[src/rtl/data_types.sv]
// rtl/data_types.sv - shared tag/value/op/CDB types and station entry states
package data_types;

    localparam int TAG_W = 4;
    localparam int VAL_W = 32;

    typedef logic [TAG_W-1:0] tag_t;
    typedef logic [VAL_W-1:0] val_t;

    // Tag value meaning "operand present"; no entry ever owns it.
    localparam tag_t NO_VAL = '0;

    typedef enum logic [1:0] {
        OP_ADD,
        OP_SUB,
        OP_AND,
        OP_OR
    } op_t;

    typedef struct packed {
        tag_t tag;
        val_t val;
    } cdb_t;

    typedef enum logic [1:0] {
        ST_FREE,
        ST_WAITING,
        ST_READY,
        ST_EXECUTING
    } rs_state_t;

    function automatic logic tag_hit(tag_t a, tag_t b);
        return (a != NO_VAL) && (a == b);
    endfunction

endpackage

[src/rtl/priority_encoder.sv]
// rtl/priority_encoder.sv - lowest-index set bit of a request vector
module priority_encoder #(
    parameter int N = 4
) (
    input  logic [N-1:0]         req,
    output logic [$clog2(N)-1:0] idx,
    output logic                 valid
);

    localparam int W = $clog2(N);

    always_comb begin
        idx   = '0;
        valid = 1'b0;
        for (int i = N - 1; i >= 0; i--) begin
            if (req[i]) begin
                idx   = W'(i);
                valid = 1'b1;
            end
        end
    end

endmodule

[src/rtl/reservation_station.sv]
// rtl/reservation_station.sv - tag-matching reservation station; RS_OLDEST_FIRST_EN selects oldest-ready dispatch
module reservation_station
    import data_types::*;
#(
    parameter int NUM_ENTRIES = 4,
    parameter int TAG_BASE    = 1
) (
    input  logic clk_i,
    input  logic RST_i,
    input  logic issue_valid_i,
    input  op_t  issue_op_i,
    input  tag_t issue_qj_i,
    input  tag_t issue_qk_i,
    input  val_t issue_vj_i,
    input  val_t issue_vk_i,
    output logic issue_ready_o,
    output tag_t issue_tag_o,
    input  cdb_t cdb_i,
    input  logic fu_ready_i,
    output logic dispatch_valid_o,
    output op_t  dispatch_op_o,
    output val_t dispatch_a_o,
    output val_t dispatch_b_o,
    output tag_t dispatch_tag_o
);

    localparam int IDX_W = $clog2(NUM_ENTRIES);

    rs_state_t state_q [NUM_ENTRIES];
    rs_state_t state_d [NUM_ENTRIES];
    op_t       op_q    [NUM_ENTRIES];
    op_t       op_d    [NUM_ENTRIES];
    tag_t      qj_q    [NUM_ENTRIES];
    tag_t      qj_d    [NUM_ENTRIES];
    tag_t      qk_q    [NUM_ENTRIES];
    tag_t      qk_d    [NUM_ENTRIES];
    val_t      vj_q    [NUM_ENTRIES];
    val_t      vj_d    [NUM_ENTRIES];
    val_t      vk_q    [NUM_ENTRIES];
    val_t      vk_d    [NUM_ENTRIES];

    logic [NUM_ENTRIES-1:0] free_vec;
    logic [NUM_ENTRIES-1:0] ready_vec;
    logic [IDX_W-1:0]       alloc_idx;
    logic [IDX_W-1:0]       sel_idx;
    logic                   free_any;
    logic                   any_ready;
    logic                   issue_fire;
    logic                   dispatch_fire;

    function automatic tag_t own_tag(int i);
        return tag_t'(TAG_BASE + i);
    endfunction

    always_comb begin
        free_vec  = '0;
        ready_vec = '0;
        for (int i = 0; i < NUM_ENTRIES; i++) begin
            free_vec[i]  = (state_q[i] == ST_FREE);
            ready_vec[i] = (state_q[i] == ST_READY);
        end
    end

    priority_encoder #(.N(NUM_ENTRIES)) u_alloc_pe (
        .req   (free_vec),
        .idx   (alloc_idx),
        .valid (free_any)
    );

    assign issue_ready_o = free_any;
    assign issue_tag_o   = free_any ? (tag_t'(TAG_BASE) + tag_t'(alloc_idx)) : NO_VAL;
    assign issue_fire    = issue_valid_i && free_any;

`ifdef RS_OLDEST_FIRST_EN
    // age = number of younger occupied entries, so the oldest has the largest age
    logic [IDX_W-1:0] age_q [NUM_ENTRIES];
    logic [IDX_W-1:0] best_age;
    logic [IDX_W-1:0] retire_age;
    logic             retire_any;

    always_comb begin
        sel_idx   = '0;
        best_age  = '0;
        any_ready = 1'b0;
        for (int i = 0; i < NUM_ENTRIES; i++) begin
            if (ready_vec[i] && (!any_ready || age_q[i] > best_age)) begin
                sel_idx   = IDX_W'(i);
                best_age  = age_q[i];
                any_ready = 1'b1;
            end
        end
    end

    always_comb begin
        retire_any = 1'b0;
        retire_age = '0;
        for (int i = 0; i < NUM_ENTRIES; i++) begin
            if (state_q[i] == ST_EXECUTING && tag_hit(cdb_i.tag, own_tag(i))) begin
                retire_any = 1'b1;
                retire_age = age_q[i];
            end
        end
    end

    always_ff @(posedge clk_i) begin
        for (int i = 0; i < NUM_ENTRIES; i++) begin
            if (RST_i) begin
                age_q[i] <= '0;
            end else if (issue_fire && alloc_idx == IDX_W'(i)) begin
                age_q[i] <= '0;
            end else if (state_q[i] != ST_FREE) begin
                age_q[i] <= age_q[i] + IDX_W'(issue_fire)
                          - IDX_W'(retire_any && (age_q[i] > retire_age));
            end
        end
    end
`else
    priority_encoder #(.N(NUM_ENTRIES)) u_disp_pe (
        .req   (ready_vec),
        .idx   (sel_idx),
        .valid (any_ready)
    );
`endif

    assign dispatch_valid_o = any_ready;
    assign dispatch_op_o    = op_q[sel_idx];
    assign dispatch_a_o     = vj_q[sel_idx];
    assign dispatch_b_o     = vk_q[sel_idx];
    assign dispatch_tag_o   = tag_t'(TAG_BASE) + tag_t'(sel_idx);
    assign dispatch_fire    = any_ready && fu_ready_i;

    always_comb begin
        for (int i = 0; i < NUM_ENTRIES; i++) begin
            state_d[i] = state_q[i];
            op_d[i]    = op_q[i];
            qj_d[i]    = qj_q[i];
            qk_d[i]    = qk_q[i];
            vj_d[i]    = vj_q[i];
            vk_d[i]    = vk_q[i];
            case (state_q[i])
                ST_FREE: begin
                    if (issue_fire && alloc_idx == IDX_W'(i)) begin
                        op_d[i] = issue_op_i;
                        // same-cycle bypass from the CDB into the newly issued entry
                        qj_d[i] = tag_hit(issue_qj_i, cdb_i.tag) ? NO_VAL : issue_qj_i;
                        vj_d[i] = tag_hit(issue_qj_i, cdb_i.tag) ? cdb_i.val : issue_vj_i;
                        qk_d[i] = tag_hit(issue_qk_i, cdb_i.tag) ? NO_VAL : issue_qk_i;
                        vk_d[i] = tag_hit(issue_qk_i, cdb_i.tag) ? cdb_i.val : issue_vk_i;
                        state_d[i] = (qj_d[i] == NO_VAL && qk_d[i] == NO_VAL) ? ST_READY : ST_WAITING;
                    end
                end
                ST_WAITING: begin
                    if (tag_hit(qj_q[i], cdb_i.tag)) begin
                        qj_d[i] = NO_VAL;
                        vj_d[i] = cdb_i.val;
                    end
                    if (tag_hit(qk_q[i], cdb_i.tag)) begin
                        qk_d[i] = NO_VAL;
                        vk_d[i] = cdb_i.val;
                    end
                    state_d[i] = (qj_d[i] == NO_VAL && qk_d[i] == NO_VAL) ? ST_READY : ST_WAITING;
                end
                ST_READY: begin
                    if (dispatch_fire && sel_idx == IDX_W'(i)) begin
                        state_d[i] = ST_EXECUTING;
                    end
                end
                ST_EXECUTING: begin
                    if (tag_hit(cdb_i.tag, own_tag(i))) begin
                        state_d[i] = ST_FREE;
                    end
                end
                default: state_d[i] = ST_FREE;
            endcase
        end
    end

    always_ff @(posedge clk_i) begin
        for (int i = 0; i < NUM_ENTRIES; i++) begin
            if (RST_i) begin
                state_q[i] <= ST_FREE;
            end else begin
                state_q[i] <= state_d[i];
            end
        end
    end

    // Payload needs no reset: it is only observed once its entry leaves FREE.
    always_ff @(posedge clk_i) begin
        for (int i = 0; i < NUM_ENTRIES; i++) begin
            if (!RST_i) begin
                op_q[i] <= op_d[i];
                qj_q[i] <= qj_d[i];
                qk_q[i] <= qk_d[i];
                vj_q[i] <= vj_d[i];
                vk_q[i] <= vk_d[i];
            end
        end
    end

endmodule

[config.mk]
export PLATFORM = sky130hd
export DESIGN_NAME = reservation_station
export DESIGN_NICKNAME = d
export VERILOG_FILES = /design/src/rtl/data_types.sv /design/src/rtl/priority_encoder.sv /design/src/rtl/reservation_station.sv
export SDC_FILE = /design/constraint.sdc
export NUM_CORES = 1
export LEC_CHECK = 0
export BUFFER_PORTS_ARGS = -buffer_cell sky130_fd_sc_hd__buf_2
export CAP_MARGIN = 10
export CORE_MARGIN = 2
export CORE_UTILIZATION = 35
export DETAILED_ROUTE_END_ITERATION = 10
export PLACE_DENSITY = 0.52
export SYNTH_ARGS = -nofsm -noshare
export SYNTH_HDL_FRONTEND = slang
export SYNTH_SLANG_ARGS = --single-unit
[constraint.sdc]
create_clock -name clk_i -period 5.2 [get_ports clk_i]
set_clock_uncertainty 0.2 [all_clocks]
set_input_delay 1.04 -clock clk_i [delete_from_list [all_inputs] [get_ports clk_i]]
set_output_delay 1.04 -clock clk_i [all_outputs]
set_load 0.05 [all_outputs]
==> flow_metrics.env <==
export IMPL_status="complete, no violations"
export IMPL_p_leak_nw=7.10
export IMPL_mostFrequentLayoutCells="305 x nand2_1, 296 x edfxtp_1, 246 x mux2_2"
export IMPL_ant_nets=0
export IMPL_dieArea_um2=48100
export IMPL_grt_total_usage=0.201
export IMPL_worst_pin_slew_ps=952
export IMPL_cts_tree="built"
export IMPL_worstPathRequired_ps=3960
export IMPL_cts_root_buffer="clkbuf_16"
export IMPL_start_util=0.356
export IMPL_port_buffers=187
export IMPL_nNetsFinal=1660
export IMPL_hold_viol=0
export IMPL_drt_initial_drc_count=769
export IMPL_io_pins=190
export IMPL_async_flop_share=0
export IMPL_post_dp_hpwl_mm=29.5
export IMPL_fin_util=0.417
export IMPL_gr_total_overflow=0
export IMPL_multi_input_area_um2=6750
export IMPL_cap_viol_max_count=0
export IMPL_clock_latency_ps=550
export IMPL_path_clk_slew_ps=60
export IMPL_via_per_inst=5.28
export IMPL_vias=11500
export IMPL_period_share=0.941
export IMPL_grt_pass1_vias=11500
export IMPL_ff_latch_area_um2=9050
export IMPL_worstPathArrival_ps=3650
export IMPL_post_cts_buffers=0
export IMPL_reg2reg_to="vk_q[1][19]"
export IMPL_htree_num_levels=2
export IMPL_n_fill_cell=4374
export IMPL_yosys_register_bits=304
export IMPL_gp_congestion=0.793
export IMPL_wire_per_inst_um=22.3
export IMPL_path_max_fanout=51
export IMPL_cts_buffers=38
export IMPL_fmax_mhz=204
export IMPL_die_h_um=219
export IMPL_drv_slew=0
export IMPL_synth_area_um2=16200
export IMPL_ys_seq_area_frac=0.558
export IMPL_peakVddDrop_v=0.000388
export IMPL_drt_total_wl_mm=48.4
export IMPL_max_slew_margin=0.363
export IMPL_final_common_cell="nand2_1"
export IMPL_synth_avg_cell_area_um2=11.8
export IMPL_final_min_clock_period_ps=4890
export IMPL_grt_pass1_wl_mm=72.3
export IMPL_ctsResizeCount=0
export IMPL_worstSetupEndpointType="output port"
export IMPL_worstRegToRegCells=9
export IMPL_post_route_drc_count=0
export IMPL_regToRegStartpoint="state_q[2][0]"
export IMPL_synth_edf_count=296
export IMPL_row_count=78
export IMPL_hold_path_end="state_q[2][0]"
export IMPL_yosysWarnings=0
export IMPL_min_delay_path_class="reg -> reg"
export IMPL_synth_cell_types=55
export IMPL_cts_hold_buf=0
export IMPL_grt_antenna_before_repair=3
export IMPL_syn_inst=1373
export IMPL_worstHoldStart="state_q[2][1]"
export IMPL_rsz0062_at_grt="false"
export IMPL_dr_pass1_iters=5
export IMPL_critPathKind="reg -> out"
export IMPL_hold_depth=2
export IMPL_cp_start_kind="flop"
export IMPL_grt_max_degree=70
export IMPL_die_x_um=219
export IMPL_layout_area_overhead_vs_synth_pct=17.2
export IMPL_r2r_slack_ps=1450
export IMPL_drive_gt1_frac=0.346
export IMPL_setup_viol=0
export IMPL_clockBufferDepth=3
export IMPL_synth_main_ff_cell="edfxtp_1"
export IMPL_final_setup_tns_ps=0
export IMPL_cts_num_sinks=304
export IMPL_p_per_area_nw_per_um2=430
export IMPL_core_um2=45600
==> worst max-delay path by stage <==
stage,from,end,slack [ps],cells after the start
2_1_floorplan,cdb_i[35],vk_q[0][0],940,6
3_3_place_gp,state_q[2][0],dispatch_b_o[14],890,7
3_5_place_dp,state_q[2][0],dispatch_b_o[30],810,7
4_1_cts,state_q[2][0],dispatch_b_o[30],210,7
5_1_grt,state_q[3][0],dispatch_b_o[26],20,7
6_report,state_q[3][0],dispatch_b_o[26],310,7
==> per-layer routing <==
layer,vias up,GRT usage,wire length (um)
li1,5396,-,-
met3,51,0.0345,2370
met1,5723,0.283,22700
met4,4,0.0450,808
met2,278,0.323,22500
met5,-,0,18
==> final cells by class <==
class	count	area share
diodes	2	0.000263
multi-input cells	962	0.355
flip-flops and latches	304	0.476
inverters	15	0.00309
well taps	600	0.0395
clock inverters	15	0.00375
clock buffers	52	0.0539
repair buffers	217	0.0683
==> critical path: stages, from the launching register on <==
cell     delay, ps
dfxtp_1        580
nor2b_1        180
o21ai_4        760
buf_4          640
nand2_1        130
and3_1         190
a31oi_1        240
buf_2          320
==> synth_stat cells (4+ instances only) <==
| cell | instances | area, um2 |
|---|---|---|
| nand2b_1 | 8 | 50.1 |
| nand3_1 | 27 | 135 |
| mux2_2 | 246 | 2770 |
| mux2_1 | 11 | 124 |
| buf_2 | 25 | 125 |
| nand2_1 | 305 | 1140 |
| nor2_2 | 4 | 25.0 |
| inv_1 | 14 | 52.6 |
| nor2b_1 | 13 | 81.3 |
| buf_6 | 10 | 113 |
| dfxtp_1 | 8 | 160 |
| edfxtp_1 | 296 | 8890 |
| nor4_1 | 6 | 37.5 |
| ha_1 | 8 | 100 |
| a31oi_1 | 71 | 444 |
| nor3_1 | 12 | 60.1 |
| or3_1 | 8 | 50.1 |
| nor2_4 | 5 | 56.3 |
| o22ai_1 | 15 | 93.8 |
| and3_1 | 71 | 444 |
| xnor2_1 | 19 | 166 |
| or2_2 | 6 | 37.5 |
| o21ai_0 | 38 | 190 |
| buf_4 | 11 | 82.6 |
| xor2_1 | 11 | 96.3 |
| a21oi_1 | 20 | 100 |
| nor2_1 | 21 | 78.8 |
| clkbuf_1 | 42 | 158 |
| buf_1 | 5 | 18.8 |
==> through the flow <==
step	hold slack [ps]	setup WS, ps	instances	instance area, um2	total power, W
after floorplan	380	939	1374	16200	0.00506
after global placement	398	891	2098	17900	0.00584
after detailed placement	405	812	2098	17900	0.00586
after CTS	407	209	2165	19000	0.00826
after global routing	442	17.9	2166	19000	0.00854
final	406	309	2167	19000	0.00818
==> sequential cells by signal, indices dropped and copies added, names as in the netlist <==
signal   flops
vk_q       128
state_q      8
op_q         8
qj_q        16
vj_q       128
qk_q        16
==> logic make-up after synthesis <==
family,synth area share
AO/OA/AOI/OAI,0.0678
XOR/XNOR,0.0162
adder cells (fa/ha/maj),0.00617
buffers and inverters,0.0341
flip-flops,0.558
multiplexers,0.178
other,0.000231
AND/OR/NAND/NOR,0.139
==> power by group <==
part           internal, W  total [W]  switching (W)
clock              0.00137    0.00239        0.00102
combinational     0.000829    0.00251        0.00168
sequential         0.00316    0.00328       0.000121
total              0.00537    0.00818        0.00282
(Power assumes the default switching activity.)
